===== config.mk =====
export PLATFORM = sky130hd
export DESIGN_NAME = user_irq_gen
export DESIGN_NICKNAME = d
export VERILOG_FILES = /design/src/rtl/user_irq_pkg.sv /design/src/rtl/irq_edge_sync.sv /design/src/rtl/user_irq_gen.sv
export SDC_FILE = /design/constraint.sdc
export NUM_CORES = 1
export LEC_CHECK = 0
export BUFFER_PORTS_ARGS = -buffer_cell sky130_fd_sc_hd__buf_2
export CAP_MARGIN = 20
export CORE_UTILIZATION = 35
export DETAILED_ROUTE_END_ITERATION = 8
export SLEW_MARGIN = 40
export SYNTH_ARGS = -nofsm -noshare
export SYNTH_HDL_FRONTEND = slang
export SYNTH_SLANG_ARGS = --single-unit
export TNS_END_PERCENT = 100

===== constraint.sdc =====
create_clock -name wb_clk_i -period 3.68 [get_ports wb_clk_i]
set_input_delay 0.736 -clock wb_clk_i [delete_from_list [all_inputs] [get_ports wb_clk_i]]
set_output_delay 0.736 -clock wb_clk_i [all_outputs]
set_load 0.005 [all_outputs]

===== src/rtl/user_irq_pkg.sv =====
// Shared constants and types for the user_irq_gen interrupt source block:
// register offsets, TCTRL bit positions, IRQ line indices and timer states.
package user_irq_pkg;

  localparam logic [7:0] REG_ENABLE  = 8'h00;
  localparam logic [7:0] REG_PENDING = 8'h04;
  localparam logic [7:0] REG_FORCE   = 8'h08;
  localparam logic [7:0] REG_LOAD    = 8'h0C;
  localparam logic [7:0] REG_TCTRL   = 8'h10;
  localparam logic [7:0] REG_COUNT   = 8'h14;

  localparam int TCTRL_RUN      = 0;
  localparam int TCTRL_PERIODIC = 1;

  localparam int IRQ_EXT0  = 0;
  localparam int IRQ_EXT1  = 1;
  localparam int IRQ_TIMER = 2;

  typedef enum logic {
    IDLE     = 1'b0,
    COUNTING = 1'b1
  } timer_state_t;

  // Word-aligned register offset within the 256-byte window.
  function automatic logic [7:0] reg_offset(input logic [31:0] adr);
    return {adr[7:2], 2'b00};
  endfunction

endpackage


===== src/rtl/irq_edge_sync.sv =====
// Synchronises one asynchronous pin and emits a single-cycle pulse on each
// synchronised 0->1 transition.
module irq_edge_sync #(
  parameter int SYNC_STAGES = 2
) (
  input  logic clk,
  input  logic rst,
  input  logic pin,
  output logic rise
);

  logic [SYNC_STAGES-1:0] sync;
  logic [SYNC_STAGES-1:0] fill;
  logic                   prev;
  logic                   armed;
  logic                   synced;

  assign synced = sync[SYNC_STAGES-1];

  // fill tracks when the chain holds real pin samples; armed requires the
  // pin to be seen low first, so a pin held high through reset cannot fire.
  always_ff @(posedge clk) begin
    if (rst) begin
      sync  <= '0;
      fill  <= '0;
      prev  <= 1'b0;
      armed <= 1'b0;
    end else begin
      sync  <= {sync[SYNC_STAGES-2:0], pin};
      fill  <= {fill[SYNC_STAGES-2:0], 1'b1};
      prev  <= synced;
      armed <= armed | (fill[SYNC_STAGES-1] & ~synced);
    end
  end

  assign rise = synced & ~prev & armed;

endmodule


===== src/rtl/user_irq_gen.sv =====
// Wishbone-programmable interrupt source: two external pin edges, a down
// counting timer and software force, each masked onto one user_irq line.
module user_irq_gen
  import user_irq_pkg::*;
#(
  parameter logic [31:0] BASE_ADDR   = 32'h3000_0000,
  parameter int          TIMER_W     = 32,
  parameter int          SYNC_STAGES = 2
) (
  input  logic        wb_clk_i,
  input  logic        wb_rst_i,
  input  logic        wbs_cyc_i,
  input  logic        wbs_stb_i,
  input  logic        wbs_we_i,
  input  logic [3:0]  wbs_sel_i,
  input  logic [31:0] wbs_adr_i,
  input  logic [31:0] wbs_dat_i,
  output logic        wbs_ack_o,
  output logic [31:0] wbs_dat_o,
  input  logic [1:0]  ext_in,
  output logic [2:0]  user_irq
);

  logic               select;
  logic               wr;
  logic [7:0]         offset;
  logic               wr_enable;
  logic               wr_pending;
  logic               wr_force;
  logic               wr_load;
  logic               wr_tctrl;
  logic [2:0]         enable;
  logic [2:0]         pending;
  logic [2:0]         hw_set;
  logic [2:0]         force_set;
  logic [2:0]         clr_set;
  logic [TIMER_W-1:0] load;
  logic [TIMER_W-1:0] count;
  logic [31:0]        byte_mask;
  logic               periodic;
  logic [1:0]         rise;
  logic [31:0]        rd_data;
  timer_state_t       state;
  timer_state_t       state_next;
  logic               run_req;
  logic               start;
  logic               stop;
  logic               expire;
  logic               dec;

  assign select = wbs_cyc_i & wbs_stb_i & (wbs_adr_i[31:8] == BASE_ADDR[31:8]) & ~wbs_ack_o;
  assign wr     = select & wbs_we_i;
  assign offset = reg_offset(wbs_adr_i);

  irq_edge_sync #(.SYNC_STAGES(SYNC_STAGES)) u_sync0 (
    .clk  (wb_clk_i),
    .rst  (wb_rst_i),
    .pin  (ext_in[0]),
    .rise (rise[0])
  );

  irq_edge_sync #(.SYNC_STAGES(SYNC_STAGES)) u_sync1 (
    .clk  (wb_clk_i),
    .rst  (wb_rst_i),
    .pin  (ext_in[1]),
    .rise (rise[1])
  );

  always_comb begin
    wr_enable  = 1'b0;
    wr_pending = 1'b0;
    wr_force   = 1'b0;
    wr_load    = 1'b0;
    wr_tctrl   = 1'b0;
    case (offset)
      REG_ENABLE:  wr_enable  = wr & wbs_sel_i[0];
      REG_PENDING: wr_pending = wr & wbs_sel_i[0];
      REG_FORCE:   wr_force   = wr & wbs_sel_i[0];
      REG_LOAD:    wr_load    = wr;
      REG_TCTRL:   wr_tctrl   = wr & wbs_sel_i[0];
      default:     wr_enable  = 1'b0;
    endcase
  end

  assign byte_mask = {{8{wbs_sel_i[3]}}, {8{wbs_sel_i[2]}}, {8{wbs_sel_i[1]}}, {8{wbs_sel_i[0]}}};
  assign force_set = wr_force   ? wbs_dat_i[2:0] : 3'b000;
  assign clr_set   = wr_pending ? wbs_dat_i[2:0] : 3'b000;
  assign run_req   = wbs_dat_i[TCTRL_RUN];

  always_comb begin
    hw_set            = 3'b000;
    hw_set[IRQ_EXT0]  = rise[0];
    hw_set[IRQ_EXT1]  = rise[1];
    hw_set[IRQ_TIMER] = expire;
  end

  always_ff @(posedge wb_clk_i) begin
    if (wb_rst_i) begin
      state <= IDLE;
    end else begin
      state <= state_next;
    end
  end

  // A RUN=0 write takes priority over a one-shot expiry in the same cycle.
  always_comb begin
    state_next = state;
    case (state)
      IDLE: begin
        if (wr_tctrl && run_req) state_next = COUNTING;
        else                     state_next = IDLE;
      end
      COUNTING: begin
        if (wr_tctrl && !run_req)            state_next = IDLE;
        else if ((count == '0) && !periodic) state_next = IDLE;
        else                                 state_next = COUNTING;
      end
      default: state_next = IDLE;
    endcase
  end

  always_comb begin
    start  = 1'b0;
    stop   = 1'b0;
    expire = 1'b0;
    dec    = 1'b0;
    case (state)
      IDLE: begin
        start = wr_tctrl & run_req;
      end
      COUNTING: begin
        stop   = wr_tctrl & ~run_req;
        expire = ~stop & (count == '0);
        dec    = ~stop & (count != '0);
      end
      default: start = 1'b0;
    endcase
  end

  always_ff @(posedge wb_clk_i) begin
    if (wb_rst_i) begin
      count <= '0;
    end else if (start || (expire && periodic)) begin
      count <= load;
    end else if (dec) begin
      count <= count - TIMER_W'(1);
    end else begin
      count <= count;
    end
  end

  always_ff @(posedge wb_clk_i) begin
    if (wb_rst_i) begin
      enable   <= 3'b000;
      pending  <= 3'b000;
      load     <= '0;
      periodic <= 1'b0;
      user_irq <= 3'b000;
    end else begin
      if (wr_enable) enable <= wbs_dat_i[2:0];
      if (wr_load)   load   <= (load & ~byte_mask[TIMER_W-1:0]) | (wbs_dat_i[TIMER_W-1:0] & byte_mask[TIMER_W-1:0]);
      if (wr_tctrl)  periodic <= wbs_dat_i[TCTRL_PERIODIC];
      // Sets are OR-ed after the clear so a coincident event is never lost.
      pending  <= (pending & ~clr_set) | hw_set | force_set;
      user_irq <= pending & enable;
    end
  end

  always_comb begin
    rd_data = 32'h0000_0000;
    case (offset)
      REG_ENABLE:  rd_data[2:0] = enable;
      REG_PENDING: rd_data[2:0] = pending;
      REG_LOAD:    rd_data[TIMER_W-1:0] = load;
      REG_TCTRL: begin
        rd_data[TCTRL_RUN]      = (state == COUNTING);
        rd_data[TCTRL_PERIODIC] = periodic;
      end
      REG_COUNT:   rd_data[TIMER_W-1:0] = count;
      default:     rd_data = 32'h0000_0000;
    endcase
  end

  always_ff @(posedge wb_clk_i) begin
    if (wb_rst_i) begin
      wbs_ack_o <= 1'b0;
      wbs_dat_o <= 32'h0000_0000;
    end else begin
      wbs_ack_o <= select;
      wbs_dat_o <= (select && !wbs_we_i) ? rd_data : 32'h0000_0000;
    end
  end

endmodule


==> impl_metrics.sql <==
INSERT INTO impl_metrics (metric_group, metric, value, unit) VALUES
('sta', 'period_needed', '3120', 'ps'),
('layout', 'fin_nets', '780', ''),
('synth', 'ys_top_cells_by_count', 'sky130_fd_sc_hd__dfxtp_1, sky130_fd_sc_hd__nor2_1, sky130_fd_sc_hd__a22oi_1, sky130_fd_sc_hd__mux2i_1, sky130_fd_sc_hd__nand2_1', ''),
('cts', 'number_of_buffers_inserted_during_clock_tree_synthesis', '17', ''),
('power', 'irDropWorstVdd', '0.311', 'mV'),
('layout', 'multiInputGateArea', '0.00253', 'mm^2'),
('placed_design', 'placed_cells_incl_taps', '865', ''),
('sta', 'setup_repair_after_global_routing_missed_its_margin', 'no', ''),
('critical_path', 'worst-endpoint-required', '3990', 'ps'),
('critical_path', 'cp-end-kind', 'register', ''),
('grt', 'first_global_vias', '4650', ''),
('synth', 'synth_sequential_area_ratio', '0.462', ''),
('power', 'clock_power_share', '0.540', ''),
('placed_design', 'dp_hpwl', '9860', 'um'),
('placed_design', 'gp_congestion', '0.860', ''),
('die', 'floorplan.rows', '43', ''),
('worst_hold_path', 'timing.hold.worst.class', 'reg2reg', ''),
('cts', 'clock_pin_slew_worst_setup_and_hold_paths', '60', 'ps'),
('layout', 'area.growth.synth_to_final', '26.2', '%'),
('cts', 'tritoncts', 'yes', ''),
('routing', 'postRouteWirelength', '14100', 'um'),
('synth', 'synth_xor_area_frac', '0.00856', ''),
('layout', 'final-instance-count-excl-fill', '896', ''),
('synth', 'synth_enable_flop_cells', '0', ''),
('critical_path', 'timing_worst_setup_path_type', 'reg2reg', ''),
('sta', 'timing.final.crit_share', '0.849', ''),
('cts', 'cts_post_setup_buffers_inserted', '0', ''),
('power', 'finalPower', '2.97', 'mW'),
('grt', 'grt_first_pass_wirelength', '23200', 'um'),
('synth', 'synthesis.instances', '597', ''),
('die', 'top_level_ports', '111', ''),
('synth', 'synth.net_count', '673', ''),
('power', 'p_int', '2.36', 'mW'),
('synth', 'syn_area', '0.00511', 'mm^2'),
('power', 'static_power_due_to_leakage', '2.68', 'nW'),
('synth', 'synth_cell_type_count', '47', ''),
('cts', 'ctsResizeCount', '0', ''),
('synth', 'yosys_register_bits', '118', ''),
('synth', 'yosys_warnings', '0', ''),
('power', 'power.net_switching', '0.610', 'mW'),
('sta', 'drv_slew', '0', ''),
('grt', 'grt_remaining_overflow', '0', ''),
('synth', 'post-synth-top-count-cell', 'sky130_fd_sc_hd__dfxtp_1', ''),
('grt', 'global_routing_usage_summed_across_all_routing_layers', '0.198', ''),
('sta', 'relative_slew_slack', '0.465', ''),
('routing', 'route.detailed.vias_per_inst', '5.42', ''),
('run_status', 'status', 'finished clean', ''),
('synth', 'yosys.area_share.adder', '0.00245', ''),
('layout', 'register_area', '0.00236', 'mm^2'),
('cts', 'hold_buffers', '0', ''),
('die', 'dieWidth', '123', 'um'),
('die', 'starting_density_of_the_core', '0.364', ''),
('sta', 'hold_viol_final', '0', ''),
('cts', 'cts_max_path_buffers', '2', ''),
('placed_design', 'io_buffers', '108', ''),
('sta', 'finalClockSkew', '7.83', 'ps'),
('routing', 'drt_drc_violations_left', '0', ''),
('die', 'placeableCoreArea', '0.0140', 'mm^2'),
('flow_run', 'maxCapViolCount', '0', ''),
('synth', 'synth_top_cell_area_share', '0.462', ''),
('sta', 'worst_hold_slack', '436', 'ps'),
('cts', 'h_tree_levels', '4', ''),
('power', 'sw_frac_of_total', '0.205', ''),
('synth', 'syn_area_per_cell', '8.57', 'um^2'),
('grt', 'grt_max_degree', '84', ''),
('synth', 'synth_area_leaders', 'sky130_fd_sc_hd__dfxtp_1, sky130_fd_sc_hd__mux2i_1, sky130_fd_sc_hd__nor2_1', ''),
('critical_path', 'nature_of_the_critical_path_startpoint', 'register', ''),
('critical_path', 'critical_path.max_fanout', '17', ''),
('cts', 'cts_sinks', '118', ''),
('synth', 'synth_top_family_by_area', 'simple AND/OR/NAND/NOR gates', ''),
('sta', 'timing_worst_slew_pin_value', '799', 'ps');
## worst paths after layout
kind                                 startpoint              end  slack [ps]  cells past startpoint
worst max register to register        count[18]         count[0]         560                      7
worst max-delay path                  count[18]         count[0]         560                      7
worst min register to register  u_sync0.sync[0]  u_sync0.sync[1]         440                      1
worst min-delay path            u_sync0.sync[0]  u_sync0.sync[1]         440                      1
## per-layer routing
metal,part of all wire,vias to the layer above,global-route usage,wire [um]
met5,0,-,0,0
met2,0.47,158,0.316,6670
met3,0.051,19,0.0488,714
li1,-,2393,-,-
met4,0.020,0,0.0777,285
met1,0.45,2287,0.256,6390
## per-stage QoR
step | setup WS (ps) | instance area, um^2
2_1_floorplan | 622 | 5110
3_3_place_gp | 592 | 5870
3_5_place_dp | 529 | 5880
4_1_cts | 577 | 6450
5_1_grt | 412 | 6450
6_report | 556 | 6450
## area by class of cell
type,instances,area share
inverters,16,0.00931
repair buffers,129,0.109
flip-flops and latches,118,0.366
clock buffers,23,0.0741
clock inverters,8,0.0153
multi-input cells,422,0.392
well taps,180,0.0349
## worst max-delay path: stages, from the launching register on
cell and delay [ps]:
sky130_fd_sc_hd__dfxtp_1 360, sky130_fd_sc_hd__or4_1 640, sky130_fd_sc_hd__or4_1 550, sky130_fd_sc_hd__or4_4 600
sky130_fd_sc_hd__a211oi_4 270, sky130_fd_sc_hd__buf_4 270, sky130_fd_sc_hd__a21oi_1 60, sky130_fd_sc_hd__a221oi_1 260
## power by group through the flow
stage               Sequential (mW)  Clock [mW]  Combinational, mW
detailed placement             1.31           0             0.0811
global route                   1.29        1.71             0.0898
floorplan                      1.31           0             0.0308
CTS                            1.29        1.64             0.0815
finish                         1.29        1.61             0.0806
global placement               1.31           0             0.0785
## kinds of logic (layout without fill, tap and decap cells)
logic type / count (synthesis) / in the layout
XOR/XNOR: 5 / 5
buffers and inverters: 57 / 176
flip-flops: 118 / 118
AO/OA/AOI/OAI: 135 / 135
adder cells (fa/ha/maj): 1 / 1
AND/OR/NAND/NOR: 242 / 242
multiplexers: 39 / 39
## placed cells by master (no fill, tap or decap), types with 2 or more instances in the layout
master	synthesis	routed
sky130_fd_sc_hd__a211o_1	2	2
sky130_fd_sc_hd__a211oi_1	2	2
sky130_fd_sc_hd__a21oi_1	33	33
sky130_fd_sc_hd__a221oi_1	2	2
sky130_fd_sc_hd__a222oi_1	4	4
sky130_fd_sc_hd__a22oi_1	39	39
sky130_fd_sc_hd__a31oi_1	10	10
sky130_fd_sc_hd__a32oi_1	9	9
sky130_fd_sc_hd__and3_1	8	8
sky130_fd_sc_hd__and4_1	2	2
sky130_fd_sc_hd__buf_2	1	108
sky130_fd_sc_hd__buf_4	2	20
sky130_fd_sc_hd__bufinv_16	0	2
sky130_fd_sc_hd__clkbuf_1	34	3
sky130_fd_sc_hd__clkbuf_16	0	17
sky130_fd_sc_hd__clkbuf_8	0	3
sky130_fd_sc_hd__clkinv_2	0	3
sky130_fd_sc_hd__clkinvlp_4	0	2
sky130_fd_sc_hd__dfxtp_1	118	118
sky130_fd_sc_hd__inv_1	16	16
sky130_fd_sc_hd__mux2i_1	39	39
sky130_fd_sc_hd__nand2_1	37	37
sky130_fd_sc_hd__nand3_1	11	11
sky130_fd_sc_hd__nand3b_1	5	5
sky130_fd_sc_hd__nand4_1	6	6
sky130_fd_sc_hd__nor2_1	95	95
sky130_fd_sc_hd__nor2b_1	7	7
sky130_fd_sc_hd__nor3_1	26	26
sky130_fd_sc_hd__nor4_1	20	20
sky130_fd_sc_hd__nor4b_1	2	2
sky130_fd_sc_hd__o21ai_0	25	25
sky130_fd_sc_hd__o22ai_1	2	2
sky130_fd_sc_hd__o31ai_1	3	2
sky130_fd_sc_hd__or3_1	8	8
sky130_fd_sc_hd__or4_1	7	7
sky130_fd_sc_hd__xnor2_1	4	4
Power figures use the tool's default switching activity.
